**src/rtl/ex_arbiter.sv**
```systemverilog
// Two-requester round-robin front end for a shared pipelined datapath.
// Accepted requester indices ride an in-order tag FIFO so that results route back to their owner.
module ex_arbiter #(
   parameter int DATA_W  = 32,
   parameter int MAX_OUT = 4
) (
   input  logic                     clk,
   input  logic                     rst,
   input  logic                     s0_valid,
   input  logic                     s1_valid,
   input  logic [DATA_W-1:0]        s0_data,
   input  logic [DATA_W-1:0]        s1_data,
   output logic                     s0_ready,
   output logic                     s1_ready,
   output logic                     unit_ce,
   output logic [DATA_W-1:0]        unit_data_in,
   input  logic                     unit_data_valid,
   input  logic signed [DATA_W-1:0] unit_data_out,
   output logic                     r0_valid,
   output logic                     r1_valid,
   output logic signed [DATA_W-1:0] r_data,
   output logic                     busy,
   output logic                     err_orphan
);

   localparam int AW = (MAX_OUT > 1) ? $clog2(MAX_OUT) : 1;
   localparam int CW = $clog2(MAX_OUT + 1);
   localparam logic [CW-1:0] FULL_CNT = CW'(MAX_OUT);

   // Handshake: an operand transfers on a rising edge where sN_valid and sN_ready are both high;
   // results are one-cycle strobes with no backpressure.

   logic                     rr_q, rr_d;
   logic [CW-1:0]            count_q, count_d;
   logic [AW-1:0]            wr_ptr_q, wr_ptr_d;
   logic [AW-1:0]            rd_ptr_q, rd_ptr_d;
   logic [MAX_OUT-1:0]       tag_mem_q, tag_mem_d;
   logic                     unit_ce_q, unit_ce_d;
   logic [DATA_W-1:0]        unit_data_in_q, unit_data_in_d;
   logic                     r0_valid_q, r0_valid_d;
   logic                     r1_valid_q, r1_valid_d;
   logic signed [DATA_W-1:0] r_data_q, r_data_d;
   logic                     err_orphan_q, err_orphan_d;

   logic fifo_full;
   logic fifo_empty;
   logic can_take;
   logic grant0;
   logic grant1;
   logic push;
   logic push_tag;
   logic pop;
   logic head_tag;
   logic orphan;

   always_comb begin
      fifo_full  = (count_q == FULL_CNT);
      fifo_empty = (count_q == '0);
      can_take   = rst && !fifo_full;
      grant0     = can_take && s0_valid && (!s1_valid || !rr_q);
      grant1     = can_take && s1_valid && (!s0_valid || rr_q);
      push       = grant0 || grant1;
      push_tag   = grant1;
      // A result landing on an empty FIFO pairs with a tag being pushed in the same cycle.
      pop        = unit_data_valid && (!fifo_empty || push);
      head_tag   = fifo_empty ? push_tag : tag_mem_q[rd_ptr_q];
      orphan     = unit_data_valid && !pop;
   end

   assign s0_ready = grant0;
   assign s1_ready = grant1;

   always_comb begin
      rr_d           = rr_q;
      count_d        = count_q;
      wr_ptr_d       = wr_ptr_q;
      rd_ptr_d       = rd_ptr_q;
      tag_mem_d      = tag_mem_q;
      unit_ce_d      = push;
      unit_data_in_d = unit_data_in_q;
      r0_valid_d     = pop && !head_tag;
      r1_valid_d     = pop && head_tag;
      r_data_d       = r_data_q;
      err_orphan_d   = err_orphan_q || orphan;

      if (push) begin
         tag_mem_d[wr_ptr_q] = push_tag;
         wr_ptr_d            = wr_ptr_q + AW'(1);
         rr_d                = ~push_tag;
         unit_data_in_d      = grant0 ? s0_data : s1_data;
      end

      if (pop) begin
         rd_ptr_d = rd_ptr_q + AW'(1);
         r_data_d = unit_data_out;
      end

      case ({push, pop})
         2'b10:   count_d = count_q + CW'(1);
         2'b01:   count_d = count_q - CW'(1);
         default: count_d = count_q;
      endcase
   end

   always_ff @(posedge clk or negedge rst) begin
      if (!rst) begin
         rr_q           <= 1'b0;
         count_q        <= '0;
         wr_ptr_q       <= '0;
         rd_ptr_q       <= '0;
         tag_mem_q      <= '0;
         unit_ce_q      <= 1'b0;
         unit_data_in_q <= '0;
         r0_valid_q     <= 1'b0;
         r1_valid_q     <= 1'b0;
         r_data_q       <= '0;
         err_orphan_q   <= 1'b0;
      end else begin
         rr_q           <= rr_d;
         count_q        <= count_d;
         wr_ptr_q       <= wr_ptr_d;
         rd_ptr_q       <= rd_ptr_d;
         tag_mem_q      <= tag_mem_d;
         unit_ce_q      <= unit_ce_d;
         unit_data_in_q <= unit_data_in_d;
         r0_valid_q     <= r0_valid_d;
         r1_valid_q     <= r1_valid_d;
         r_data_q       <= r_data_d;
         err_orphan_q   <= err_orphan_d;
      end
   end

   assign unit_ce      = unit_ce_q;
   assign unit_data_in = unit_data_in_q;
   assign r0_valid     = r0_valid_q;
   assign r1_valid     = r1_valid_q;
   assign r_data       = r_data_q;
   assign busy         = (count_q != '0);
   assign err_orphan   = err_orphan_q;

endmodule

```
**config.mk**
```make
export PLATFORM = sky130hd
export DESIGN_NAME = ex_arbiter
export DESIGN_NICKNAME = d
export VERILOG_FILES = /design/src/rtl/ex_arbiter.sv
export SDC_FILE = /design/constraint.sdc
export NUM_CORES = 1
export LEC_CHECK = 0
export CAP_MARGIN = 10
export CORE_ASPECT_RATIO = 0.9
export CORE_MARGIN = 2
export CORE_UTILIZATION = 35
export CTS_CLUSTER_DIAMETER = 150
export DETAILED_ROUTE_END_ITERATION = 8
export PLACE_DENSITY = 0.69
export RECOVER_POWER = 50
export SETUP_SLACK_MARGIN = 0.1
export SLEW_MARGIN = 20
export SYNTH_ARGS = -nofsm -noshare
export SYNTH_HDL_FRONTEND = slang
export SYNTH_SLANG_ARGS = --single-unit
export TNS_END_PERCENT = 100
```
**constraint.sdc**
```tcl
create_clock -name clk -period 4.7 [get_ports clk]
set_clock_uncertainty 0.2 [all_clocks]
set_input_delay 0.94 -clock clk [delete_from_list [all_inputs] [get_ports clk]]
set_output_delay 0.94 -clock clk [all_outputs]
set_load 0.01 [all_outputs]
```
Word-level counts from Yosys, hierarchy flattened --
Index checks and enable logic that the tools add are counted.
Operators by class: add/subtract/negate cells 4, $lt $le $gt $ge 3, equal/unequal tests 3, mux-type cells 8, bitwise operators 1, reduce and logical (&&, ||, !) cells 25
Operator list (number):
- two-way mux 32 bit | 1
- logical AND 1 bit | 10
- logical NOT 1 bit | 7
- less-than comparator 2 x 3 -> 1 bit (second input constant) | 2
- one-hot mux 3 bit (2 select lines) | 1
- logical OR 1 bit | 5
- adder 2 x 1 -> 2 bit (second input constant) | 2
- bitwise mux 4 bit | 1
- adder 3 x 1 -> 3 bit (second input constant) | 1
- equality test 3 bit (second input constant) | 1
- logical NOT 3 bit | 1
- two-way mux 1 bit | 3
- nonzero test 3 bit | 1
- subtractor 3 x 1 -> 3 bit (second input constant) | 1
- binary-select mux 1 bit (select 2 bit) | 1
- demux 1 bit (select 2 bit) | 1
- equality test 2 x 1 -> 1 bit (second input constant) | 1
- equality test 2 bit (second input constant) | 1
- >= comparator 2 x 1 -> 1 bit (second input constant) | 1
- nonzero test 2 bit | 1
- NOT 1 bit | 1
Word-level totals: register bits after elaboration 80, input port bits 101, output and inout port bits 71, logic and storage cells 55

Longest topological paths before layout --
depth after elaboration 11, mapped depth 10, depth with buffers taken out 8

Worst setup path after synthesis --
Ideal clock, no wire load.
kind input -> register, start input rst, end register count_q[2], library setup time 0.079 ns, data arrival time 2.702 ns, required time 4.421 ns, slack 1.719 ns, stages on the path 10, path buffers 2, cell sequence buf_2 o21ai_0 a21boi_2 buf_4 ha_1 inv_1 fa_1 xor2_1 nor2_1 xor2_1
On the way: word-level cells in the longest chain between the ends 8, elaborated cells between the ends (all ways) 12, classes of those cells eq/ne: 2; mux: 1; reduce/logical: 9
RTL lines:
- start, declared | RTL line 8 | input logic rst,
- logical AND 1 bit (*) | RTL line 59 | can_take = rst && !fifo_full;
- logical AND 1 bit, on equally long branches (2 in a row) | RTL line 60, 61
- logical OR 1 bit (*) | RTL line 62 | push = grant0 || grant1;
- logical OR 1 bit (*) | RTL line 65 | pop = unit_data_valid && (!fifo_empty || push);
- logical AND 1 bit (*) | RTL line 65
- named net pop | RTL line 52 | logic pop;
- equality test 2 x 1 -> 1 bit or equality test 2 bit (tied branches) | RTL line 98 | case ({push, pop})
- one-hot mux 3 bit (2 select lines) or nonzero test 2 bit (tied branches)
- end signal, assigned | RTL line 120 | count_q <= count_d;
- end, declared | RTL line 34 | logic [CW-1:0] count_q, count_d;
Mark *: on every way through the listed nets, which the timed path passes. The rest lies on a longest branch. A chain may end at the register's enable or synchronous reset.

Worst setup path in the final report --
start input s1_valid, end output s0_ready
On the way: word-level cells in the longest chain between the ends 3
RTL lines:
- start, declared | RTL line 10 | input logic s1_valid,
- logical NOT 1 bit | RTL line 60 | grant0 = can_take && s0_valid && (!s1_valid || !rr_q);
- logical OR 1 bit | RTL line 60
- logical AND 1 bit | RTL line 60
- end, declared | RTL line 13 | output logic s0_ready,
Every way passes these cells.

==> results <==
- The analysis attributes to net switching a power of 899 uW.
- The first-pass GRT wire length is 14600 microns.
- The combinational share of power is 37.9%.
- The fraction of synthesis flops using an asynchronous set or reset pin is 100%.
- The sequential power share is 36.3%.
- STA classifies the critical path startpoint as an input pin.
- Setup repair after global routing left no endpoint under its margin.
- The total negative slack for setup checks is 0 ns.
- The routability congestion estimate is 0.719.
- The floorplan step defined a core boundary enclosing 9780 sq um.
- The maximum fanout encountered on the critical timing path is 6.
- The path type of the worst min-delay path is flip-flop to flip-flop.
- After clock tree synthesis, the clock-pin slew on the worst setup and hold paths is 0.06 ns.
- Relative to the synthesized area, the layout overhead comes to 59.5%.
- In this run, synthesis produced a sequential element count of 80.
- The count of max-cap constraint violations is 1.
- The die extent in y is 99.7 microns.
- The checks that failed: max-capacitance violations, max-slew violations.
- Synthesis produced a netlist whose cell count is 282.
- The final setup violation count is 0.
- The number of I/O port buffers is 171.
- The mean area per synthesized cell is 12.6 sq um.
- The routed wire length per instance is 15.7 microns.
- The transition time at the pin with the least slew margin is 1.97 ns.
- The via count of the first global-routing pass is 2964.
- The post-cts repair resize count is 0.
- In this run the biggest area consumer among cell types represents 56.2% of the synthesized area.
- The boundary pin count is 172.
- The path type of the worst setup path is input pin to primary output.
- The count of yosys warnings during synthesis is 0.
- The flow ran to the end, but the final reports show violations.
- The number of iterations in the first detailed-routing pass is 5.
- The routed wire length is 9090 microns.
- The final number of max-transition violations came to 83.
- The clock tree from TritonCTS is yes.
- The number of nets with antenna violations after routing is 0.
- The residual overflow from global routing is 0.
- The total half-perimeter wirelength after legalization and detailed placement is 6420 microns.
- The clock period could shrink to 3.58 ns.
- Yosys mapped a number of flops with a built-in enable equal to 0.
- Summed over all cells, the static leakage comes to 2.35 nW.
- The worst-case IR drop observed on VDD is 250 uV.
- The sequential area share after synthesis is 56.2%.
- The pin count of the biggest net entering global routing is 83.
- In this run the power density over the cells is 514 nW/um^2.
- Dividing the detail-routed via count by the number of cells gives 4.90.
- The post-CTS setup-driven buffer insertion count is 0.
- The clock passes through at most 2 buffers.
- Net switching is 30.8% of the power.
- sky130_fd_sc_hd__dfrtp_1 takes more of the synthesized area than any other cell.
- The maximum clock frequency is 0.279 GHz.
- The buffer type at the clock tree root is sky130_fd_sc_hd__clkbuf_16.
- The die covers 11000 sq um.
- The internal power component is 2.02 mW.
- In the final layout, the share of cells above drive strength 1 is 13.2%.
- Synthesis instantiated 35 different standard cells from the library.
- Headroom to the max-slew limit came out at -31.6%.
- The initial antenna violation count is 0.
- The row count is 34.
- Detailed routing inserted a total of 2835 vias.
- The net count after synthesis is 389.
- STA puts the critical path data required time at 3.56 ns.
- The total number of H-tree levels is 3.
- In the final design database the tool counted 555 nets.
- On the final layout, the worst hold slack is 0.263 ns.
- The total track usage is 16.9%.
- The library cells used most frequently in the layout, excluding fill and tap cells, are sky130_fd_sc_hd__clkdlybuf4s50_1, sky130_fd_sc_hd__dfrtp_1, sky130_fd_sc_hd__a21oi_1.
- The library cell used most frequently in the layout, excluding fill and tap cells, is sky130_fd_sc_hd__clkdlybuf4s50_1.
- The clock power share is 25.8%.
- The number of clock buffers inserted by TritonCTS is 9.
- The synthesized netlist occupies a cell area of 3560 sq um.
- The effective utilization at floorplan is 36.4%.
- The final number of hold-violating endpoints is 0.
- The clock sink total is 80.
- For this design, the CTS-stage hold fixing added 0 buffers.
- The number of antenna diodes is 0.
- By area the synthesized netlist is led by sky130_fd_sc_hd__dfrtp_1, sky130_fd_sc_hd__mux2_2, sky130_fd_sc_hd__mux2i_1.
- The data arrival time of the critical path is 2.44 ns.
- For this run, design rule violations remaining after detail routing come to 0.
- STA classifies the critical path endpoint as a primary output.
- The die outline width is 110 microns.
- Dividing the final minimum period by the clock period gives 76.2%.
- In the synthesized netlist the dominant register cell turns out to be sky130_fd_sc_hd__dfrtp_1.
- The later pin in the worst-skew pair is clocked with a latency of 0.32 ns.
- The detailed router finished its first iteration with 118 violations.
## registers in the layout (all words and copies together), names as in the netlist
| name | count |
|---|---|
| rr_q | 1 |
| unit_data_in | 32 |
| wr_ptr_q | 2 |
| unit_ce | 1 |
| r0_valid | 1 |
| r1_valid | 1 |
| rd_ptr_q | 2 |
| err_orphan | 1 |
| r_data | 32 |
| tag_mem_q | 4 |
| count_q | 3 |
## worst max-delay path, stage by stage
cell and delay, ns:
sky130_fd_sc_hd__dlygate4sd3_1 0.64, sky130_fd_sc_hd__a21boi_4 0.16, sky130_fd_sc_hd__and3_1 0.17, sky130_fd_sc_hd__clkdlybuf4s50_1 0.53
## area by class of cell
type	count	area (sq um)
timing repair buffer	176	1740
sequential	80	2000
clock inverter	6	90.1
clock buffer	10	239
fill	860	4100
multi-input combinational	173	1430
tap	126	158
inverter	8	30.0
## cells in the mapped netlist, types with 2 or more instances
library cell               number
sky130_fd_sc_hd__mux2_2        33
sky130_fd_sc_hd__a31oi_1        2
sky130_fd_sc_hd__xnor2_1        2
sky130_fd_sc_hd__inv_1          7
sky130_fd_sc_hd__buf_2         10
sky130_fd_sc_hd__ha_1           5
sky130_fd_sc_hd__dfrtp_1       80
sky130_fd_sc_hd__buf_4          4
sky130_fd_sc_hd__and3_1         2
sky130_fd_sc_hd__nand4_1        5
sky130_fd_sc_hd__xor2_1         4
sky130_fd_sc_hd__buf_1          2
sky130_fd_sc_hd__mux2i_1       33
sky130_fd_sc_hd__a21oi_1       65
sky130_fd_sc_hd__a41o_1         2
sky130_fd_sc_hd__buf_6          2
sky130_fd_sc_hd__a32o_1         4
sky130_fd_sc_hd__clkbuf_1       3
## path summary, 6_finish.rpt
path / from / endpoint / slack (ns) / cells after the start
setup / recovery: s1_valid / s0_ready / 1.12 / 4
hold / removal: err_orphan$_DFF_PN0_ / err_orphan$_DFF_PN0_ / 0.26 / 1
setup reg to reg: count_q[0]$_DFFE_PN0P_ / count_q[2]$_DFFE_PN0P_ / 2.14 / 9
hold reg to reg: err_orphan$_DFF_PN0_ / err_orphan$_DFF_PN0_ / 0.26 / 1
max in group asynchronous: rst / unit_data_in[15]$_DFFE_PN0P_ / 1.70 / 2
min in group asynchronous: rst / err_orphan$_DFF_PN0_ / 0.33 / 1
## metrics by stage
step                setup WS [ns]  total power, mW  cell area (sq um)  std cells  utilization [%]
global route                0.789             3.12               5680        579             58.1
floorplan                    1.72             1.64               3560        282                -
detailed placement           1.19             2.23               5360        563             54.8
global placement             1.22             2.20               5360        563             54.8
CTS                          1.18             3.00               5690        579             58.2
finish                       1.12             2.92               5680        579             58.1
## power groups by stage
stage          registers (mW)  logic [mW]  clock network, mW
2_1_floorplan            1.15       0.485                  0
3_3_place_gp             1.07        1.13                  0
3_5_place_dp             1.08        1.15                  0
4_1_cts                  1.07        1.16              0.778
5_1_grt                  1.10        1.21              0.813
6_report                 1.06        1.11              0.754
## cell families after synthesis
logic type | synth area share (%)
fa+ha+maj | 2.32
flops | 56.2
compound gates | 12.3
mux | 20.3
buf+inv | 4.25
xor+xnor | 1.48
simple gates | 3.13
## metal layers
metal	share of wire, %	vias up	wire, microns	track usage, %
met5	0	-	0	0
met4	1.1	0	100	4.71
met3	6.3	8	575	4.72
met2	51	92	4680	29.0
met1	41	1383	3740	20.9
li1	-	1352	-	-
Power figures use the tool's default switching activity.
